### src/rtl/addsub_serial_pkg.sv
// Shared state encoding, operation select codes and sizing helper for the
// digit-serial adder/subtractor.
package addsub_serial_pkg;

   typedef enum logic [1:0] {
      ST_IDLE = 2'd0,
      ST_RUN  = 2'd1,
      ST_DONE = 2'd2
   } state_t;

   localparam logic SEL_ADD = 1'b0;
   localparam logic SEL_SUB = 1'b1;

   // Number of digit steps needed to cover an operand.
   function automatic int unsigned num_digits(input int unsigned width,
                                              input int unsigned digit);
      return width / digit;
   endfunction

endpackage

### src/rtl/addsub_digit.sv
// Combinational DIGIT-bit adder slice; b is inverted for subtraction so the
// caller only has to seed the carry with 1.
module addsub_digit
   import addsub_serial_pkg::*;
#(
   parameter int unsigned DIGIT = 2
) (
   input  logic [DIGIT-1:0] a,
   input  logic [DIGIT-1:0] b,
   input  logic             cin,
   input  logic             sel,
   output logic [DIGIT-1:0] d,
   output logic             cout
);

   logic [DIGIT-1:0] w_b_eff;
   logic [DIGIT:0]   w_sum;

   assign w_b_eff   = (sel == SEL_ADD) ? b : ~b;
   assign w_sum     = (DIGIT+1)'(a) + (DIGIT+1)'(w_b_eff) + (DIGIT+1)'(cin);
   assign {cout, d} = w_sum;

endmodule

### src/rtl/addsub_serial.sv
// Digit-serial two's-complement adder/subtractor: one DIGIT-bit slice per
// clock under a start/busy/done handshake, with registered carry/ovf/zero flags.
module addsub_serial
   import addsub_serial_pkg::*;
#(
   parameter int unsigned WIDTH = 8,
   parameter int unsigned DIGIT = 2
) (
   input  logic             clk,
   input  logic             rst,
   input  logic             start,
   input  logic             sel,
   input  logic [WIDTH-1:0] a,
   input  logic [WIDTH-1:0] b,
   output logic             busy,
   output logic             done,
   output logic [WIDTH-1:0] sum,
   output logic             cout,
   output logic             ovf,
   output logic             zero
);

   localparam int unsigned NDIG = num_digits(WIDTH, DIGIT);
   localparam int unsigned CW   = (NDIG > 1) ? $clog2(NDIG) : 1;
   localparam logic [CW-1:0] LAST_DIG = CW'(NDIG - 1);

   generate
      if ((DIGIT == 0) || (WIDTH < 2) || (WIDTH > 32) || (WIDTH % DIGIT != 0)) begin : g_bad_params
         $error("addsub_serial: WIDTH must be 2..32 and a multiple of DIGIT");
      end
   endgenerate

   state_t           r_state;
   state_t           w_state_nxt;
   logic             w_busy_nxt;
   logic             w_done_nxt;
   logic             w_accept;
   logic             w_last;

   logic [WIDTH-1:0] r_a_sh;
   logic [WIDTH-1:0] r_b_sh;
   logic [WIDTH-1:0] r_res;
   logic [CW-1:0]    r_cnt;
   logic             r_sel;
   logic             r_carry;
   logic             r_a_msb;
   logic             r_beff_msb;

   logic [DIGIT-1:0] w_d;
   logic             w_c;
   logic [WIDTH-1:0] w_res_nxt;

   addsub_digit #(.DIGIT(DIGIT)) u_digit (
      .a    (r_a_sh[DIGIT-1:0]),
      .b    (r_b_sh[DIGIT-1:0]),
      .cin  (r_carry),
      .sel  (r_sel),
      .d    (w_d),
      .cout (w_c)
   );

   // New digit enters at the MSB end so the LSB digit ends up at bit 0.
   assign w_res_nxt = (r_res >> DIGIT) | (WIDTH'(w_d) << (WIDTH - DIGIT));

   always_ff @(posedge clk) begin
      if (rst) r_state <= ST_IDLE;
      else     r_state <= w_state_nxt;
   end

   always_comb begin
      w_state_nxt = r_state;
      w_busy_nxt  = 1'b0;
      w_done_nxt  = 1'b0;
      w_accept    = 1'b0;
      w_last      = 1'b0;
      case (r_state)
         ST_IDLE: begin
            if (start) begin
               w_accept    = 1'b1;
               w_busy_nxt  = 1'b1;
               w_state_nxt = ST_RUN;
            end
         end
         ST_RUN: begin
            if (r_cnt == LAST_DIG) begin
               w_last      = 1'b1;
               w_done_nxt  = 1'b1;
               w_state_nxt = ST_DONE;
            end else begin
               w_busy_nxt  = 1'b1;
            end
         end
         ST_DONE: w_state_nxt = ST_IDLE;
         default: w_state_nxt = ST_IDLE;
      endcase
   end

   // Datapath and result registers; results move only on the final digit.
   always_ff @(posedge clk) begin
      if (rst) begin
         busy       <= 1'b0;
         done       <= 1'b0;
         sum        <= '0;
         cout       <= 1'b0;
         ovf        <= 1'b0;
         zero       <= 1'b0;
         r_a_sh     <= '0;
         r_b_sh     <= '0;
         r_res      <= '0;
         r_cnt      <= '0;
         r_sel      <= 1'b0;
         r_carry    <= 1'b0;
         r_a_msb    <= 1'b0;
         r_beff_msb <= 1'b0;
      end else begin
         busy <= w_busy_nxt;
         done <= w_done_nxt;
         if (w_accept) begin
            r_a_sh     <= a;
            r_b_sh     <= b;
            r_sel      <= sel;
            r_carry    <= (sel == SEL_SUB);
            r_cnt      <= '0;
            r_a_msb    <= a[WIDTH-1];
            r_beff_msb <= b[WIDTH-1] ^ sel;
         end else if (r_state == ST_RUN) begin
            r_a_sh  <= r_a_sh >> DIGIT;
            r_b_sh  <= r_b_sh >> DIGIT;
            r_res   <= w_res_nxt;
            r_carry <= w_c;
            r_cnt   <= r_cnt + CW'(1);
         end
         if (w_last) begin
            sum  <= w_res_nxt;
            cout <= w_c;
            ovf  <= (r_a_msb == r_beff_msb) && (w_res_nxt[WIDTH-1] != r_a_msb);
            zero <= (w_res_nxt == '0);
         end
      end
   end

endmodule

### config.mk
export PLATFORM = sky130hd
export DESIGN_NAME = addsub_serial
export DESIGN_NICKNAME = d
export VERILOG_FILES = /design/src/rtl/addsub_serial_pkg.sv /design/src/rtl/addsub_digit.sv /design/src/rtl/addsub_serial.sv
export SDC_FILE = /design/constraint.sdc
export NUM_CORES = 1
export LEC_CHECK = 0
export BUFFER_PORTS_ARGS = -buffer_cell sky130_fd_sc_hd__buf_2
export CAP_MARGIN = 0
export CORE_MARGIN = 5
export CORE_UTILIZATION = 31
export CTS_CLUSTER_DIAMETER = 30
export DETAILED_ROUTE_END_ITERATION = 8
export GPL_TIMING_DRIVEN = 0
export PLACE_DENSITY = 0.51
export RECOVER_POWER = 25
export SETUP_SLACK_MARGIN = 0.3
export SKIP_LAST_GASP = 1
export SYNTH_ARGS = -nofsm -noshare
export SYNTH_HDL_FRONTEND = slang
export SYNTH_SLANG_ARGS = --single-unit
### constraint.sdc
create_clock -name clk -period 3.4 [get_ports clk]
set_input_delay 1.02 -clock clk [delete_from_list [all_inputs] [get_ports clk]]
set_output_delay 1.02 -clock clk [all_outputs]
set_load 0.03 [all_outputs]
## After elaboration in Yosys (flattened, before gate mapping)

Index checks and enable logic that the tools add are counted.

- Bits in registers: 45
- Bits of input ports: 20
- Word-level logic and storage cells: 51

- Add/subtract/negate cells: 3
- Equality and inequality tests: 6
- Multiplexer cells: 16
- Bitwise operators: 4
- Reduce and logical (&&, ||, !) cells: 7

Operator list:

| cell | number |
|---|---|
| 2-to-1 mux 8 bit | 4 |
| logical NOT 8 bit | 1 |
| bitwise OR 6 x 8 -> 8 bit | 1 |
| 2-to-1 mux 1 bit | 7 |
| 2-to-1 mux 2 bit | 3 |
| != test 2 bit (second input constant) | 2 |
| case mux 2 bit (2 select lines) | 1 |
| AND reduction 2 bit | 2 |
| adder 2 x 2 -> 3 bit | 1 |
| adder 3 x 1 -> 3 bit | 1 |
| adder 2 x 1 -> 2 bit (second input constant) | 1 |
| equality test 2 x 1 -> 1 bit (second input constant) | 1 |
| equality test 2 bit (second input constant) | 1 |
| logical NOT 2 bit | 1 |
| inverter 2 bit | 1 |
| case mux 1 bit (2 select lines) | 1 |
| nonzero test 2 bit | 1 |
| OR reduction 2 bit | 1 |
| equality test 1 bit | 1 |
| logical AND 1 bit | 1 |
| != test 1 bit | 1 |
| inverter 1 bit | 1 |
| bitwise XOR 1 bit | 1 |

## Logic depth before layout (Yosys ltp)

Gate-level depths: netlist (run 1).

- Word-level depth: 7
- Mapped depth: 6
- Gate-level depth less buffers: 6

## Modules after synthesis

Synthesis (run 1) repeated with hierarchy kept, for this count alone.

- Cells, all modules: 216
- Area total of the unflattened synthesis: 1903.1 µm²

Modules (own cells, without submodules):

| module | instances | cells an instance | area an instance (µm²) | seq. area each (µm²) |
|---|---|---|---|---|
| addsub_serial | 1 | 212 | 1845.5 | 860.8 |
| addsub_digit | 1 | 4 | 57.6 | 0.0 |

## Worst setup path after synthesis (run 1)

OpenSTA, ideal clock, no wires.

- Path kind: reg-to-reg
- Start point: register r_b_sh[0]
- End point: register ovf
- Setup time: 0.132 ns
- Arrival time: 1.830 ns
- Required time: 3.268 ns
- Slack: 1.438 ns
- Cell stages (with the launch flop): 7
- Path buffers: 0
- Cell sequence: dfxtp_1 -> xor2_1 -> fa_1 -> fa_1 -> and3b_1 -> a211oi_1 -> nor3_1

- Word-level cells in the longest chain between the ends: 7

Ends and longest elaborated chain:

| element | RTL line | source |
|---|---|---|
| start: declaration | addsub_serial.sv:41 | `logic [WIDTH-1:0] r_b_sh;` |
| start signal: assignment | addsub_serial.sv:128 | `r_b_sh <= r_b_sh >> DIGIT;` |
| inverter 2 bit | addsub_digit.sv:19 | `assign w_b_eff = (sel == SEL_ADD) ? b : ~b;` |
| 2-to-1 mux 2 bit * | addsub_digit.sv:19 |  |
| adder 2 x 2 -> 3 bit * | addsub_digit.sv:20 | `assign w_sum = (DIGIT+1)'(a) + (DIGIT+1)'(w_b_eff) + (DIGIT+1)'(cin);` |
| adder 3 x 1 -> 3 bit * | addsub_digit.sv:20 |  |
| via u_digit.d[1] | addsub_digit.sv:12 | `output logic [DIGIT-1:0] d,` |
| bitwise OR 6 x 8 -> 8 bit * | addsub_serial.sv:63 | `assign w_res_nxt = (r_res >> DIGIT) \| (WIDTH'(w_d) << (WIDTH - DIGIT));` |
| != test 1 bit * | addsub_serial.sv:136 | `ovf <= (r_a_msb == r_beff_msb) && (w_res_nxt[WIDTH-1] != r_a_msb);` |
| logical AND 1 bit * | addsub_serial.sv:136 |  |
| end signal: assignment | addsub_serial.sv:136 |  |
| end: declaration | addsub_serial.sv:19 | `output logic ovf,` |

The timed path passes the listed nets; every way through them passes the cells marked *.
A chain may end at the register's enable or synchronous reset.

## Worst setup path in the final report (run 1)

- Start point: input port start
- End point: register r_a_msb

- Word-level cells in the longest chain between the ends: 2

Ends and longest elaborated chain:

| element | RTL line | source |
|---|---|---|
| start: declaration | addsub_serial.sv:11 | `input logic start,` |
| 2-to-1 mux 1 bit | addsub_serial.sv:78 | `if (start) begin` |
| 2-to-1 mux 1 bit | addsub_serial.sv:76 | `case (r_state)` |
| end signal: assignment | addsub_serial.sv:124 | `r_a_msb <= a[WIDTH-1];` |
| end: declaration | addsub_serial.sv:46 | `logic r_a_msb;` |

No other way between the ends.

==> impl_metrics.env, run 1 <==
export IMPL_numClockSinks=43
export IMPL_synth_edf_count=0
export IMPL_path_cells="clkbuf_1 > nor3b_1 > mux2i_1 > nor2_1"
export IMPL_grt_max_degree=14
export IMPL_crit_path_top_delay_cell="nor3b_1"
export IMPL_cp_max_fo=10
export IMPL_wl_per_cell_um=13.6
export IMPL_die_x_um=89.4
export IMPL_yosys_area_top_type_share_pct=44.0
export IMPL_hold_buffers=0
export IMPL_drt_antenna_violating_nets=0
export IMPL_fin_skew_ns=0.00330
export IMPL_synth_top_family_by_area="simple AND/OR/NAND/NOR gates"
export IMPL_antenna_found_initial=0
export IMPL_numCtsBuffers=5
export IMPL_outcome="completed"
export IMPL_ys_types=32
export IMPL_hold_path_class="flip-flop to flip-flop"
export IMPL_clk_latency_ns=0.30
export IMPL_post_dp_hpwl_mm=3.37
export IMPL_synth_warnings=0
export IMPL_synth_cells=233
export IMPL_cts_setup_buffers=0
export IMPL_ys_seq_elements=43
export IMPL_synth_nets=256
export IMPL_dieArea_um2=7990
export IMPL_synthTopCellsByArea="dfxtp_1, a21oi_1, nand2_1, nor2_1, buf_6"
export IMPL_final_area_um2=2300
export IMPL_ys_flop_type="dfxtp_1"
export IMPL_tightestPinTransition_ns=0.728
export IMPL_finalCritPeriodShare_pct=62.1
export IMPL_viasPerCell=4.70
export IMPL_fillerInstances=688
export IMPL_grt_pass1_vias=1646
export IMPL_drt_iter0_markers=52
export IMPL_place_area_um2=2200
export IMPL_ctsResizeCount=0
export IMPL_port_buffers=30
export IMPL_synthXorXnorAreaFrac_pct=1.34
export IMPL_io_pins=33
export IMPL_syn2layout_area_growth_pct=17.9
export IMPL_async_reset_ff_share_pct=0
export IMPL_cp_num_buf_inv=1
export IMPL_period_minus_slack_ns=2.11
export IMPL_synth_top_area_cell="dfxtp_1"
export IMPL_clk_transition_reported_paths_ns=0.09
export IMPL_fin_tns_setup_ns=0
export IMPL_fin_util_pct=36.9
export IMPL_startpoint_type="primary input"
export IMPL_cts_tree="done"
export IMPL_start_util_pct=31.3
export IMPL_yosysSeqAreaShare_pct=44.0
export IMPL_slew_viol_final=0
export IMPL_rsz0062_at_grt="no"
export IMPL_cpLargestDelayFamily="simple AND/OR/NAND/NOR gates"
export IMPL_drc=0
export IMPL_cts_root_buf="clkbuf_8"
export IMPL_die_h_um=89.4
export IMPL_critPathArrivalTime_ns=2.29
export IMPL_antennaDiodeCount=0
export IMPL_relSlewSlack_pct=51.4
export IMPL_core_area_um2=6240
export IMPL_grt_pass1_wl_mm=7.88
export IMPL_netlist_area_um2=1950
export IMPL_fmax_mhz=474
export IMPL_setup_viol=0
export IMPL_end_kind="flip-flop"
export IMPL_syn_area_per_cell_um2=8.39
export IMPL_synth_simple_area_share_pct=24.1
export IMPL_synth_area_mux_share_pct=1.54
export IMPL_drive_gt1_share_pct=22.1
export IMPL_crit_type="primary input to flip-flop"
export IMPL_ir_drop_uv=173
export IMPL_synthAdderAreaFrac_pct=2.69
export IMPL_drt_pre_antenna_iters=4
export IMPL_leakage_nw=0.948
export IMPL_power_density_cell_area_nw_per_um2=486
export IMPL_rows=29
export IMPL_cpPeakStageDelay_ns=0.66
export IMPL_gp_congestion=0.726
export IMPL_drv_cap=0
export IMPL_critical_path_required_ns=3.58
export IMPL_synth_commonest_cells="dfxtp_1, a21oi_1, nand2_1"
export IMPL_finalHoldViolCount=0
export IMPL_synth_compound_area_share_pct=18.6
export IMPL_track_usage_pct=12.7
export IMPL_num_vias=1635
export IMPL_globalRoute_totalOverflow=0
export IMPL_nNetsFinal=293
export IMPL_h_tree_depth=2
export IMPL_synthMostInstantiatedCell="dfxtp_1"
export IMPL_wl_mm=4.73
export IMPL_cts_path_max_buffers=2
==> cell families (layout without fill, tap and decap cells) <==
logic type,count (synthesis),after routing
AND/OR/NAND/NOR,96,96
buffers and inverters,27,65
XOR/XNOR,3,3
flip-flops,43,43
AO/OA/AOI/OAI,58,58
adder cells (fa/ha/maj),3,3
multiplexers,3,3
==> state kept, by name, indices dropped and copies added, names as in the netlist, 2 cells and up <==
signal / count
r_a_sh: 8
r_b_sh: 8
sum: 8
r_res: 6
r_cnt: 2
r_state: 2
==> final timing paths <==
path                                             start                    to  slack (ns)  depth (start not counted)
worst max-delay path                             start  r_a_msb$_SDFFE_PP0P_        1.29                          4
worst min-delay path               sum[7]$_SDFFE_PP0P_   sum[7]$_SDFFE_PP0P_        0.45                          2
worst min register to register     sum[7]$_SDFFE_PP0P_   sum[7]$_SDFFE_PP0P_        0.45                          2
worst max register to register  r_b_sh[0]$_SDFFE_PP0P_      ovf$_SDFFE_PP0P_        1.29                          6
==> per-stage QoR <==
step | hold WS (ns) | power [W] | setup slack, ns | cells
2_1_floorplan | 0.444 | 0.000667 | 1.44 | 233
4_1_cts | 0.456 | 0.00113 | 1.28 | 348
3_3_place_gp | 0.440 | 0.000709 | 1.28 | 340
3_5_place_dp | 0.443 | 0.000712 | 1.29 | 340
6_report | 0.455 | 0.00112 | 1.29 | 348
5_1_grt | 0.486 | 0.00118 | 1.17 | 348
==> layout by cell type, fill, tap and decap left out, types with 2 or more instances in the layout <==
master	synthesis	layout
a211oi_1	3	3
a21oi_1	40	40
a22oi_1	2	2
and3b_1	2	2
buf_2	5	33
buf_4	3	3
buf_6	4	4
clkbuf_1	5	7
clkbuf_8	0	6
dfxtp_1	43	43
fa_1	2	2
inv_1	10	10
mux2i_1	3	3
nand2_1	34	34
nand2b_1	5	5
nor2_1	30	30
nor2b_1	5	5
nor3_1	8	8
nor4_1	2	2
o221a_1	4	4
o221a_2	4	4
o22ai_1	3	3
or3b_2	5	5
xor2_1	2	2
==> per-layer routing <==
layer / routed length [µm] / GRT usage [%] / vias to the layer above
met5: 0 / 0 / -
li1: - / - / 865
met4: 74 / 4.33 / 0
met1: 2450 / 17.7 / 724
met3: 200 / 3.13 / 9
met2: 2000 / 19.2 / 37
==> layout make-up <==
type | count | area [µm²] | share of cell area [%]
clock inverters | 2 | 35.0 | 1.52
repair buffers | 30 | 150 | 6.51
well taps | 77 | 96.3 | 4.18
plain buffers | 17 | 109 | 4.72
multi-input cells | 163 | 933 | 40.5
flip-flops and latches | 43 | 861 | 37.4
clock buffers | 6 | 82.6 | 3.58
inverters | 10 | 37.5 | 1.63
==> power breakdown <==
group          total (W)  switching (W)  internal (W)  leakage [nW]
sequential      0.000552      0.0000224      0.000530         0.352
clock           0.000423       0.000185      0.000238        0.0612
combinational   0.000145      0.0000784     0.0000662         0.535
==> worst min-delay path: stages (launching register included) <==
cell and delay, ns:
dfxtp_1 0.31, nand2_1 0.05, a21oi_1 0.05
Power figures use the tool's default switching activity.
==> run 2: changes to the inputs <==
Settings changed: PLACE_DENSITY 0.51 to 0.53.
Clock period 3.4 ns to 1.8 ns, I/O delays scaled along.
==> run 2 against run 1 <==
Effect of this change: via count up 4.0%; sequential share of layout area down 0.76 points; cell count up 1.1%; die area unchanged; the flow now finishes with violations (negative setup slack).
==> impl_metrics.env, run 2 (synthesis gave the netlist of run 1 again) <==
export IMPL_globalRoute_totalOverflow=0
export IMPL_period_minus_slack_ns=1.97
export IMPL_grt_max_degree=15
export IMPL_wl_per_cell_um=13.7
export IMPL_slew_viol_final=0
export IMPL_viasPerCell=4.83
export IMPL_drc=0
export IMPL_numCtsBuffers=5
export IMPL_post_dp_hpwl_mm=3.42
export IMPL_finalNonFillerCells=352
export IMPL_cts_tree="done"
export IMPL_r2r_slack_ns=-0.17
export IMPL_nNetsFinal=297
export IMPL_drt_pre_antenna_iters=4
export IMPL_dp_cells=340
export IMPL_r2r_end="ovf$_SDFFE_PP0P_"
export IMPL_leakage_nw=0.964
export IMPL_most_common_layout_cells="dfxtp_1, a21oi_1, buf_2"
export IMPL_fin_tns_setup_ns=-0.294
export IMPL_setup_ws_ns=-0.166
export IMPL_drive_gt1_share_pct=26.2
export IMPL_h_tree_depth=2
export IMPL_drt_antenna_violating_nets=0
export IMPL_cts_root_buf="clkbuf_8"
export IMPL_p_switching_w=0.000563
export IMPL_port_buffers=30
export IMPL_dieArea_um2=7990
export IMPL_relSlewSlack_pct=65.7
export IMPL_finalCritPeriodShare_pct=109
export IMPL_cts_path_max_buffers=2
export IMPL_cp_max_fo=4
export IMPL_fin_util_pct=37.8
export IMPL_outcome="complete, but fails checks"
export IMPL_grt_pass1_wl_mm=7.99
export IMPL_core_area_um2=6240
export IMPL_drt_iter0_markers=54
export IMPL_clk_transition_reported_paths_ns=0.09
export IMPL_start_util_pct=31.3
export IMPL_min_to="sum[1]$_SDFFE_PP0P_"
export IMPL_setup_viol=2
export IMPL_track_usage_pct=13.0
export IMPL_top_regs="r_a_sh (8), r_b_sh (8), sum (8)"
export IMPL_numClockSinks=43
export IMPL_layout_commonest_cell="dfxtp_1"
export IMPL_power_frac_comb_pct=14.8
export IMPL_ir_drop_uv=357
export IMPL_tightestPinTransition_ns=0.515
export IMPL_end_kind="flip-flop"
export IMPL_holdCritStartpoint="sum[1]$_SDFFE_PP0P_"
export IMPL_power_density_cell_area_nw_per_um2=926
export IMPL_fin_skew_ns=0.00543
export IMPL_reg2regPathDepth=6
export IMPL_whs_ns=0.453
export IMPL_io_pins=33
export IMPL_crit_type="flip-flop to flip-flop"
export IMPL_clk_latency_ns=0.30
export IMPL_antennaDiodeCount=0
export IMPL_rows=29
export IMPL_finalHoldViolCount=0
export IMPL_rsz0062_at_grt="yes"
export IMPL_startpoint_type="flip-flop"
export IMPL_grt_pass1_vias=1670
export IMPL_drv_cap=0
export IMPL_fmax_mhz=509
export IMPL_internal_power_w=0.00162
export IMPL_p_clk_share_pct=37.3
export IMPL_die_h_um=89.4
export IMPL_worstReg2RegStart="r_b_sh[0]$_SDFFE_PP0P_"
export IMPL_wl_mm=4.82
export IMPL_num_vias=1701
export IMPL_final_area_um2=2360
export IMPL_hold_path_class="flip-flop to flip-flop"
export IMPL_critical_path_required_ns=1.97
export IMPL_syn2layout_area_growth_pct=20.6
export IMPL_die_x_um=89.4
export IMPL_p_sw_share_pct=25.8
export IMPL_violations="negative setup slack"
export IMPL_gp_congestion=0.748
export IMPL_place_area_um2=2200
export IMPL_worstHoldPathCells=2
export IMPL_critPathArrivalTime_ns=2.14
export IMPL_antenna_found_initial=0
export IMPL_seqPwrFrac_pct=47.8
run 2: cell count changes in the layout (fill, tap and decap cells not counted), moves of 2 or more:
cell | before | now
buf_2 | 33 | 35
buf_4 | 3 | 5
fa_1 | 2 | 0
fa_2 | 0 | 2
run 2: power groups by stage:
stage          clock [W]  sequential [W]  combinational, W
2_1_floorplan          0         0.00106          0.000204
3_3_place_gp           0         0.00107          0.000278
3_5_place_dp           0         0.00107          0.000283
4_1_cts         0.000831         0.00104          0.000332
5_1_grt         0.000870         0.00105          0.000363
6_report        0.000814         0.00104          0.000324
run 2: worst max path at each step:
stage,startpoint,end,depth (start not counted)
after CTS,r_b_sh[0]$_SDFFE_PP0P_,ovf$_SDFFE_PP0P_,6
after global placement,r_b_sh[0]$_SDFFE_PP0P_,ovf$_SDFFE_PP0P_,6
after global routing,r_b_sh[0]$_SDFFE_PP0P_,ovf$_SDFFE_PP0P_,6
after detailed placement,r_b_sh[0]$_SDFFE_PP0P_,ovf$_SDFFE_PP0P_,6
after floorplan,r_b_sh[0]$_SDFFE_PP0P_,ovf$_SDFFE_PP0P_,6
final,r_b_sh[0]$_SDFFE_PP0P_,ovf$_SDFFE_PP0P_,6
run 2: metal layers:
layer	track usage, %	up-vias	part of all wire [%]
met5	0	-	0
met4	4.87	0	1.4
met3	3.41	7	4.6
met2	20.2	31	45
met1	17.3	792	49
li1	-	871	-
run 2: final cells by class:
| cell class | instances | area (µm²) |
|---|---|---|
| Fill cell | 695 | 3880 |
| Inverter | 10 | 37.5 |
| Clock buffer | 6 | 82.6 |
| Timing Repair Buffer | 34 | 180 |
| Sequential cell | 43 | 862 |
| Multi-Input combinational cell | 163 | 961 |
| Buffer | 17 | 97.6 |
| Tap cell | 77 | 96.3 |
| Clock inverter | 2 | 38.8 |
run 2: critical path, stage by stage (launching register included):
cell      delay, ns
dfxtp_2        0.35
xor2_2         0.17
fa_2           0.35
fa_2           0.57
and3b_1        0.19
a211oi_2       0.15
nor3_1         0.07
run 2: metrics by stage:
step,setup slack (ns),power (W)
2_1_floorplan,-0.119,0.00126
3_3_place_gp,-0.264,0.00134
3_5_place_dp,-0.283,0.00135
4_1_cts,-0.244,0.00221
5_1_grt,-0.246,0.00228
6_report,-0.166,0.00218
run 2: timing repair:
item / in CTS / in global routing
hold buffers: 0 / 0
pin swaps: 6 / 3
resized for setup: 3 / 3
cloned: 0 / 0
buffers inserted: 4 / 0
setup endpoints to repair: 6 / 6
